==> src/rtl/ds2_pkg.sv <==
// Shared constants and state encoding for the DualShock 2 pad responder.
package ds2_pkg;

  localparam logic [7:0] DS2_CMD_START  = 8'h01;
  localparam logic [7:0] DS2_CMD_POLL   = 8'h42;
  localparam logic [7:0] DS2_ID_DIGITAL = 8'h41;
  localparam logic [7:0] DS2_ID_ANALOG  = 8'h73;
  localparam logic [7:0] DS2_READY      = 8'h5A;
  localparam logic [7:0] DS2_IDLE_BYTE  = 8'hFF;

  typedef enum logic [2:0] {
    IDLE,
    SHIFT,
    ACK_WAIT,
    ACK_PULSE,
    IGNORE
  } ds2_state_e;

endpackage

==> src/rtl/ds2_pad_responder_if.sv <==
// DS2 serial link: host drives ATT/CLK/CMD, pad answers on DAT/ACK.
interface ds2_pad_responder_if;
  logic ds2_att;
  logic ds2_clk;
  logic ds2_cmd;
  logic ds2_dat;
  logic ds2_ack;

  modport master (output ds2_att, ds2_clk, ds2_cmd, input ds2_dat, ds2_ack);
  modport slave  (input ds2_att, ds2_clk, ds2_cmd, output ds2_dat, ds2_ack);
endinterface

==> src/rtl/ds2_sync_edge.sv <==
// Two-flop synchronizer plus one edge register; rise/fall are one-clk pulses
// aligned with the synchronized level.
module ds2_sync_edge #(
  parameter logic RST_VAL = 1'b1
) (
  input  logic clk,
  input  logic rst_n,
  input  logic d,
  output logic rise,
  output logic fall
);

  // sr[1:0] synchronize, sr[2] holds the previous synchronized value
  logic [2:0] sr;

  // shift the async input through the synchronizer and edge register
  always_ff @(posedge clk or negedge rst_n) begin
    if (!rst_n) sr <= {3{RST_VAL}};
    else        sr <= {sr[1:0], d};
  end

  assign rise =  sr[1] & ~sr[2];
  assign fall = ~sr[1] &  sr[2];

endmodule

==> src/rtl/ds2_pad_responder.sv <==
// Device-side DS2 pad emulator: decodes the host frame, shifts the reply out
// on DAT, generates ACK after each non-final byte and captures motor bytes.
module ds2_pad_responder
  import ds2_pkg::*;
#(
  parameter int ACK_DELAY = 16,
  parameter int ACK_WIDTH = 32
) (
  input  logic                clk,
  input  logic                rst_n,
  ds2_pad_responder_if.slave  bus,
  input  logic [15:0]         buttons,
  input  logic [7:0]          stick_rx,
  input  logic [7:0]          stick_ry,
  input  logic [7:0]          stick_lx,
  input  logic [7:0]          stick_ly,
  input  logic                analog_mode,
  output logic [7:0]          motor_a,
  output logic [7:0]          motor_b,
  output logic                frame_done
);

  localparam int TW = $clog2((ACK_DELAY > ACK_WIDTH ? ACK_DELAY : ACK_WIDTH) + 1);
  localparam logic [TW-1:0] D_LAST = TW'(ACK_DELAY - 1);
  localparam logic [TW-1:0] W_LAST = TW'(ACK_WIDTH - 1);

  ds2_state_e    state, state_n;
  logic          clk_rise, clk_fall, att_rise, att_fall;
  logic [1:0]    cmd_ff;
  logic [7:0]    cmd_sr, cmd_byte, cur_resp;
  logic [3:0]    byte_idx, last_idx;
  logic [2:0]    bit_cnt;
  logic [TW-1:0] timer;
  logic          bad_id, dat_q, ack_q;
  logic [15:0]   snap_btn;
  logic [7:0]    snap_rx, snap_ry, snap_lx, snap_ly, pend_a, pend_b;
  logic          snap_analog;

  ds2_sync_edge #(.RST_VAL(1'b1)) u_clk_sync (
    .clk(clk), .rst_n(rst_n), .d(bus.ds2_clk), .rise(clk_rise), .fall(clk_fall)
  );
  ds2_sync_edge #(.RST_VAL(1'b1)) u_att_sync (
    .clk(clk), .rst_n(rst_n), .d(bus.ds2_att), .rise(att_rise), .fall(att_fall)
  );

  // CMD only needs its level; two flops keep it aligned with the CLK edge pulses
  always_ff @(posedge clk or negedge rst_n) begin
    if (!rst_n) cmd_ff <= 2'b11;
    else        cmd_ff <= {cmd_ff[0], bus.ds2_cmd};
  end

  // byte as it will stand once the current CLK rise is shifted in (LSB first)
  assign cmd_byte = {cmd_ff[1], cmd_sr[7:1]};
  assign last_idx = snap_analog ? 4'd8 : 4'd4;

  // reply byte for the current index, built from the frame snapshot
  always_comb begin
    cur_resp = DS2_IDLE_BYTE;
    case (byte_idx)
      4'd0:    cur_resp = DS2_IDLE_BYTE;
      4'd1:    cur_resp = snap_analog ? DS2_ID_ANALOG : DS2_ID_DIGITAL;
      4'd2:    cur_resp = DS2_READY;
      4'd3:    cur_resp = ~snap_btn[7:0];
      4'd4:    cur_resp = ~snap_btn[15:8];
      4'd5:    cur_resp = snap_rx;
      4'd6:    cur_resp = snap_ry;
      4'd7:    cur_resp = snap_lx;
      4'd8:    cur_resp = snap_ly;
      default: cur_resp = DS2_IDLE_BYTE;
    endcase
  end

  // state register
  always_ff @(posedge clk or negedge rst_n) begin
    if (!rst_n) state <= IDLE;
    else        state <= state_n;
  end

  // next-state: ATT release overrides everything, CLK during ACK aborts
  always_comb begin
    state_n = state;
    case (state)
      IDLE:      if (att_fall) state_n = SHIFT;
      SHIFT: begin
        if (clk_rise && bit_cnt == 3'd7) begin
          if (byte_idx == 4'd0 && cmd_byte != DS2_CMD_START) state_n = IGNORE;
          else if (byte_idx == last_idx)                     state_n = IGNORE;
          else                                               state_n = ACK_WAIT;
        end
      end
      ACK_WAIT: begin
        if (clk_fall)             state_n = IGNORE;
        else if (timer == D_LAST) state_n = ACK_PULSE;
      end
      ACK_PULSE: begin
        if (clk_fall)             state_n = IGNORE;
        else if (timer == W_LAST) state_n = bad_id ? IGNORE : SHIFT;
      end
      IGNORE:    state_n = IGNORE;
      default:   state_n = IDLE;
    endcase
    if (att_rise) state_n = IDLE;
  end

  // datapath: snapshot, bit/byte counters, reply shifting, motor capture
  always_ff @(posedge clk or negedge rst_n) begin
    if (!rst_n) begin
      byte_idx    <= '0;
      bit_cnt     <= '0;
      cmd_sr      <= '0;
      timer       <= '0;
      bad_id      <= 1'b0;
      snap_btn    <= '0;
      snap_rx     <= '0;
      snap_ry     <= '0;
      snap_lx     <= '0;
      snap_ly     <= '0;
      snap_analog <= 1'b0;
      pend_a      <= '0;
      pend_b      <= '0;
      motor_a     <= '0;
      motor_b     <= '0;
      frame_done  <= 1'b0;
      dat_q       <= 1'b1;
      ack_q       <= 1'b1;
    end else begin
      frame_done <= 1'b0;
      ack_q      <= (state_n != ACK_PULSE);
      timer      <= (state_n == state) ? timer + TW'(1) : '0;

      if (state_n == IDLE || state_n == IGNORE) dat_q <= 1'b1;
      else if (state == SHIFT && clk_fall)      dat_q <= cur_resp[bit_cnt];

      if (state == IDLE && att_fall) begin
        snap_btn    <= buttons;
        snap_rx     <= stick_rx;
        snap_ry     <= stick_ry;
        snap_lx     <= stick_lx;
        snap_ly     <= stick_ly;
        snap_analog <= analog_mode;
        byte_idx    <= '0;
        bit_cnt     <= '0;
        bad_id      <= 1'b0;
      end

      if (state == SHIFT && clk_rise && !att_rise) begin
        cmd_sr  <= cmd_byte;
        bit_cnt <= bit_cnt + 3'd1;
        if (bit_cnt == 3'd7) begin
          byte_idx <= byte_idx + 4'd1;
          if (byte_idx == 4'd3) pend_a <= cmd_byte;
          if (byte_idx == 4'd4) pend_b <= cmd_byte;
          if (byte_idx == 4'd1 && cmd_byte != DS2_CMD_POLL) bad_id <= 1'b1;
          // in digital mode byte 4 is the last one, so take it straight from the shifter
          if (byte_idx == last_idx) begin
            motor_a    <= pend_a;
            motor_b    <= (byte_idx == 4'd4) ? cmd_byte : pend_b;
            frame_done <= 1'b1;
          end
        end
      end
    end
  end

  assign bus.ds2_dat = dat_q;
  assign bus.ds2_ack = ack_q;

endmodule

==> src/flat_wrapper.sv <==
// flat-port wrapper written by rule: the top's interface ports become plain ports
module ds2_pad_responder_flat import ds2_pkg::*;
#(
  parameter int ACK_DELAY = 16,
  parameter int ACK_WIDTH = 32
)
  (clk, rst_n, buttons, stick_rx, stick_ry, stick_lx, stick_ly, analog_mode, motor_a, motor_b, frame_done, bus_ds2_att, bus_ds2_clk, bus_ds2_cmd, bus_ds2_dat, bus_ds2_ack);
  ds2_pad_responder_if bus_i ();
  input  logic clk;
  input  logic rst_n;
  input  logic [15:0] buttons;
  input  logic [7:0] stick_rx;
  input  logic [7:0] stick_ry;
  input  logic [7:0] stick_lx;
  input  logic [7:0] stick_ly;
  input  logic analog_mode;
  output logic [7:0] motor_a;
  output logic [7:0] motor_b;
  output logic frame_done;
  input wire logic [$bits(bus_i.ds2_att)-1:0] bus_ds2_att;
  input wire logic [$bits(bus_i.ds2_clk)-1:0] bus_ds2_clk;
  input wire logic [$bits(bus_i.ds2_cmd)-1:0] bus_ds2_cmd;
  output wire logic [$bits(bus_i.ds2_dat)-1:0] bus_ds2_dat;
  output wire logic [$bits(bus_i.ds2_ack)-1:0] bus_ds2_ack;
  assign bus_i.ds2_att = bus_ds2_att;
  assign bus_i.ds2_clk = bus_ds2_clk;
  assign bus_i.ds2_cmd = bus_ds2_cmd;
  assign bus_ds2_dat = bus_i.ds2_dat;
  assign bus_ds2_ack = bus_i.ds2_ack;
  ds2_pad_responder #(.ACK_DELAY(ACK_DELAY), .ACK_WIDTH(ACK_WIDTH)) u_core (.clk(clk), .rst_n(rst_n), .bus(bus_i), .buttons(buttons), .stick_rx(stick_rx), .stick_ry(stick_ry), .stick_lx(stick_lx), .stick_ly(stick_ly), .analog_mode(analog_mode), .motor_a(motor_a), .motor_b(motor_b), .frame_done(frame_done));
endmodule
==> config.mk <==
export PLATFORM = sky130hd
export DESIGN_NAME = ds2_pad_responder_flat
export DESIGN_NICKNAME = d
export VERILOG_FILES = /design/src/rtl/ds2_pkg.sv /design/src/rtl/ds2_pad_responder_if.sv /design/src/rtl/ds2_sync_edge.sv /design/src/rtl/ds2_pad_responder.sv /design/src/flat_wrapper.sv
export SDC_FILE = /design/constraint.sdc
export NUM_CORES = 1
export LEC_CHECK = 0
export CAP_MARGIN = 15
export CORE_MARGIN = 2
export CORE_UTILIZATION = 55
export DETAILED_ROUTE_END_ITERATION = 8
export HOLD_SLACK_MARGIN = 0.05
export PLACE_DENSITY = 0.87
export SLEW_MARGIN = 20
export SYNTH_ARGS = -nofsm -noshare
export SYNTH_HDL_FRONTEND = slang
export SYNTH_SLANG_ARGS = --single-unit
==> constraint.sdc <==
create_clock -name clk -period 2.73 [get_ports clk]
set_input_delay 0.273 -clock clk [delete_from_list [all_inputs] [get_ports clk]]
set_output_delay 0.273 -clock clk [all_outputs]
set_load 0.02 [all_outputs]
# ---- Word level (Yosys, flattened, before mapping)
# Index checks and enable logic that the tools add are counted.
dict set report word_totals {
  romBits 0
  output_inout_bits 19
  wordCells 106
  n_memories 0
  in_bits 54
  latch_bits 0
  regBits 117
  ramBits 0
}
dict set report classes {
  n_addsub 3
  n_bitwise 10
  reduce_logical 17
  muxes 32
  n_shift 0
  mul 0
  n_eq_ne 21
  div_mod_pow 0
  magnitude_cmp 1
}
# operator count
set ops {}
lappend ops {{$pmux 8 s8} 1}
lappend ops {{$mux 3} 12}
lappend ops {{$eq 4x3->1 const B} 4}
lappend ops {{$mux 4} 4}
lappend ops {{$not 8->8} 2}
lappend ops {{$pmux 3 s5} 1}
lappend ops {{$mux 6} 2}
lappend ops {{$mux 1} 10}
lappend ops {{$eq 3x3->1 const B} 3}
lappend ops {{$eq 4x2->1 const B} 2}
lappend ops {{$mux 8} 1}
lappend ops {{$ne 8x1->1 const B} 1}
lappend ops {{$ne 8x7->1 const B} 1}
lappend ops {{$logic_and 1x1->1} 7}
lappend ops {{$add 6x1->6 const B} 1}
lappend ops {{$eq 3x2->1 const B} 2}
lappend ops {{$eq 6x4->1 const B} 1}
lappend ops {{$eq 6x5->1 const B} 1}
lappend ops {{$logic_not 3->1} 2}
lappend ops {{$reduce_and 3->1} 2}
lappend ops {{$add 4x1->4 const B} 1}
lappend ops {{$and 1x1->1} 4}
lappend ops {{$eq 4x1->1 const B} 1}
lappend ops {{$eq 4x4->1} 1}
lappend ops {{13 further kinds} 17}

# ---- Depth between registers and ports, before layout
dict set report depth {
  word_depth 10
  mapped_depth 10
  ltp_nobuf 8
}

# ---- By module
# Synthesis repeated with hierarchy kept, for this count alone.
dict set report hier_totals {
  cells_unflattened 558
  area_unflattened_um2 5336.4
}
# module seq_area_each_um2 cells_per_inst instances area_per_inst_um2
set by_module_without_submodules {}
lappend by_module_without_submodules {ds2_pad_responder 2757.6 548 1 5148.7}
lappend by_module_without_submodules {ds2_sync_edge 78.8 5 2 93.8}

# ---- Worst setup path after synthesis
# OpenSTA, ideal clock, no wires.
dict set report synth_timing {
  path_type {reg2reg}
  startpoint {register u_core.byte_idx[1]}
  endpoint {register u_core.dat_q, in the netlist u_core.bus.ds2_dat}
  n_path_buf 1
  path_stages_with_launch 10
  setup_time_ns 0.073
  t_required_ns 2.657
  period_less_slack_ns 2.033
  arrival_time_ns 1.960
  slack_ns 0.697
  cell_sequence {dfrtp_1 -> inv_1 -> ha_1 -> clkbuf_1 -> nor3b_1 -> nor4_1 -> and4_1 -> a2111oi_0 -> nand4_1 -> a21oi_1}
}
dict set report synth_via {
  elab_chain_cells 9
  elab_cells_between_ends 25
  classes_between {eq/ne: 10; mux: 10; reduce/logical: 5}
}
# item line
set synth_rtl {}
lappend synth_rtl {{start: declaration} ds2_pad_responder.sv:31} ;# logic [3:0] byte_idx, last_idx;
lappend synth_rtl {{start signal: assignment} ds2_pad_responder.sv:150} ;# byte_idx <= byte_idx + 4'd1;
lappend synth_rtl {{$eq 4x4->1 / $logic_not 4->1 (equally long branches)} {ds2_pad_responder.sv:87, ds2_pad_responder.sv:86}}
lappend synth_rtl {{$mux 3 / $logic_and 1x1->1 (equally long branches)} {ds2_pad_responder.sv:87, ds2_pad_responder.sv:86}}
lappend synth_rtl {{$mux 3} ds2_pad_responder.sv:86} ;# if (byte_idx == 4'd0 && cmd_byte != DS2_CMD_START) state_n = IGNORE;
lappend synth_rtl {{$mux 3} ds2_pad_responder.sv:85} ;# if (clk_rise && bit_cnt == 3'd7) begin
lappend synth_rtl {{$pmux 3 s5} ds2_pad_responder.sv:82} ;# case (state)
lappend synth_rtl {{$mux 3} ds2_pad_responder.sv:102} ;# if (att_rise) state_n = IDLE;
lappend synth_rtl {{$eq 3x3->1 / $logic_not 3->1 (equally long branches)} ds2_pad_responder.sv:131} ;# if (state_n == IDLE || state_n == IGNORE) dat_q <= 1'b1;
lappend synth_rtl {{$logic_or 1x1->1} ds2_pad_responder.sv:131}
lappend synth_rtl {{$mux 1 / $reduce_bool 2->1 (equally long branches)} n/a}
lappend synth_rtl {{end signal: assignment} ds2_pad_responder.sv:132} ;# else if (state == SHIFT && clk_fall) dat_q <= cur_resp[bit_cnt];
lappend synth_rtl {{end: declaration} ds2_pad_responder.sv:34} ;# logic bad_id, dat_q, ack_q;
# Several ways; a longest one is shown, not always the timed one. The select of a mux whose other input is x is not followed.
# A chain may end at the register's enable or synchronous reset.

# ---- Final worst setup path
dict set report layout_timing {
  startpoint {register u_core.byte_idx[2]}
  endpoint {register u_core.dat_q, in the netlist u_core.bus.ds2_dat}
}
# The elaborated chain is that of the path after synthesis.

==> run summary <==
Leak: 3.218 nW
Worst Setup Start Kind: register
design area: 0.006784 mm²
RePlAce Congestion: 0.9028
clk buf depth: 2
EDFF count, synth: 0
Final Slew Violations: 0
Yosys reg bits: 116
r2r worst-path depth: 6
CTS Sinks: 116
Placed Area: 0.006211 mm²
VDD IR max: 0.4064 mV
number of remaining DRC errors: 0
MaxCap Viol Count: 0
worst-path maximum fanout: 30
Final Hold Fails: 0
WHS: 0.1640 ns
Worst Skew: 0.008120 ns
Hold Path Class: in -> reg
root buf cell: clkbuf_8
port bufs: 72
Die Y: 102.6 µm
Critical Path, Cell by Cell: and3b_1 > a2111oi_0 > nor4b_1 > a211oi_1 > nand4_1 > a21oi_1
io pins: 73
FFs w/ async S/R, synth: 100.0%
Setup CP Type: reg -> reg
Seq/Total Area, Yosys: 54.55%
Max-slew headroom: 40.77%
All-Layer GR Usage: 25.96%
initial antenna violation count: 0
Max stage delay on crit path: 0.92 ns
ANT nets after route: 0
HPWL after DPL: 8464 µm
WL/cell: 16.12 µm
NumNets Final: 693
Yosys top cell by area: dfrtp_1
DR vias: 4310
number of distinct library cells after synthesis: 57
maximum number of pins on one net before global-route repair: 59
number of DRC violations after detailed-routing iteration 0: 276
Synth Flop Type: dfrtp_1
clk_lat worst skew: 0.51 ns
cts repair resizes: 0
Reg clk slew, reported paths: 0.06 ns
Starting Density: 57.29%
RSZ-0062 raised after global routing: no
Final min period: 2.481 ns
number of global-route vias before repair: 4275
power per cell area: 708.0 mW/mm²
hold depth: 1
Syn Inst Count: 557
slowest CP cell: dfrtp_1
element type at the critical path end: register
Critical Path AT: 2.91 ns
global route total overflow: 0
number of diodes: 0
die area: 0.01052 mm²
Data required, critical path: 3.16 ns
Bufs and invs on worst path: 0
# fillers: 657
# rows: 35
Post-Syn Area: 0.005344 mm²
first-pass GRT wire length: 20900 µm
Period Utilization, post-route: 90.90%
WL final: 12460 µm
Final TNS setup: 0 ns
crit-path leading delay family: flip-flops
share of layout cells above drive strength 1: 13.82%
CTS tree: built
Post-Syn Nets: 618
via-per-instance ratio: 5.576
Synth top area share: 49.64%
detailed-router iteration count before antenna repair: 5
Core Footprint: 0.009328 mm²
fmax: 0.4030 GHz
die width: 102.6 µm
H-tree depth: 4
top cells by area, synth: dfrtp_1 (50%), nand2_1 (13%), mux2_2 (5.1%), dfstp_2 (4.9%), a21oi_1 (2.4%)
area of the multi-input gates: 0.002280 mm²
Worst Tran Pin Value: 0.8885 ns
Num CTS Buffers: 17
Sequential Area: 0.002915 mm²
Yosys warning total: 0
area grow syn2layout: 26.95%
syn_area_per_cell: 9.594 µm²
outcome: finished, final reports clean
Levels on crit path: 6
Final setup viols: 0
[power by group]
part / total (W) / switching (W) / internal [W]
clock: 0.00210 / 0.000785 / 0.00132
combinational: 0.000554 / 0.000300 / 0.000255
sequential: 0.00215 / 0.000199 / 0.00195
[flip-flops by register name (all words and copies together) (netlist names), 4 cells and up]
signal	count
u_core.snap_btn	16
u_core.motor_a	8
u_core.motor_b	8
u_core.pend_a	8
u_core.pend_b	8
u_core.snap_lx	8
u_core.snap_ly	8
u_core.snap_rx	8
u_core.snap_ry	8
u_core.cmd_sr	7
u_core.timer	6
u_core.byte_idx	4
[cell usage after synthesis (4+ instances only)]
cell / n
a21oi_1: 26
nand3_1: 9
nand2_1: 189
mux2_2: 24
nor4_1: 4
a22oi_1: 4
mux2i_1: 10
ha_1: 7
nor2b_1: 4
o21ai_0: 13
clkbuf_1: 18
nor2_1: 22
dfstp_2: 10
dfrtp_1: 106
nor3b_1: 5
buf_2: 9
nor3_1: 9
nand2b_1: 14
inv_1: 7
a2111oi_0: 5
[metal layers]
metal / track usage (%) / share of wire [%]
met5: 0 / 0
met4: 10.26 / 1.8
met3: 4.542 / 5.2
met2: 44.65 / 52
met1: 32.82 / 41
[final cells by class]
type / count / share of cell area [%]
multi-input combinational: 404 / 33.60
clock buffer: 19 / 6.363
sequential: 116 / 42.97
clock inverter: 12 / 1.937
tap: 129 / 2.379
timing repair buffer: 86 / 12.36
inverter: 7 / 0.3873
[stage by stage]
stage	cells	util [%]	worst slack (ns)	power, W
2_1_floorplan	557	-	0.6974	0.002435
3_3_place_gp	741	66.59	0.4400	0.002660
3_5_place_dp	741	66.59	0.3635	0.002705
4_1_cts	773	72.73	0.2958	0.004817
5_1_grt	773	72.73	0.06038	0.005004
6_report	773	72.73	0.2485	0.004803
[worst register-to-register path, delay by kind of cell (launching register included)]
family	cells	cell delay [ns]
compound gates	3	0.71
flops	1	0.92
simple gates	3	0.78
[kinds of logic (layout without fill, tap and decap cells)]
family / Yosys count / in the layout / share of synthesized area (%)
adders and majority gates: 7 / 7 / 1.639
muxes: 34 / 34 / 6.931
AOI/OAI and AO/OA: 76 / 76 / 9.295
DFF: 116 / 116 / 54.55
and+or+nand+nor: 282 / 282 / 23.81
buffers and inverters: 37 / 124 / 2.950
xor gates and xnor gates: 5 / 5 / 0.8196
[layout by cell type, fill, tap and decap left out, types with 3 or more instances in the layout]
master and count:
nand2b_1 14, nor4_1 4, nor2b_1 4, or2_2 3, nand2_1 189, nor2_1 22, nand4_1 3, clkbuf_16 16
a22o_1 3, nor3_1 9, ha_1 7, buf_4 13, o21ai_0 13, a211oi_1 3, dfstp_2 10, clkdlybuf4s50_1 71
xnor2_1 3, mux2i_1 10, mux2_2 24, nor3b_1 5, clkinv_4 3, a21oi_1 26, a31oi_1 3, inv_1 7
a2111oi_0 5, clkinv_2 4, nand3_1 9, a22oi_1 4, o31ai_1 3, dfrtp_1 106
[path summary, 6_finish.rpt]
path / start / end / slack [ns]
worst max register to register: u_core.byte_idx[2] / u_core.bus.ds2_dat / 0.25
worst max-delay path: u_core.byte_idx[2] / u_core.bus.ds2_dat / 0.25
worst min-delay path: bus_ds2_cmd / u_core.cmd_ff[0] / 0.16
max in group asynchronous: rst_n / u_core.snap_ly[6] / 1.76
worst min register to register: u_core.cmd_ff[0] / u_core.cmd_ff[1] / 0.35
min in group asynchronous: rst_n / u_core.motor_a[7] / 0.21
[repair_timing]
item / in CTS / in global routing
setup buffers: 0 / 0
hold buffers: 1 / 0
endpoints found under the hold margin: 27 / 0
endpoints found under the setup margin: 0 / 0
Note: power is estimated with default switching activity, not from simulation.
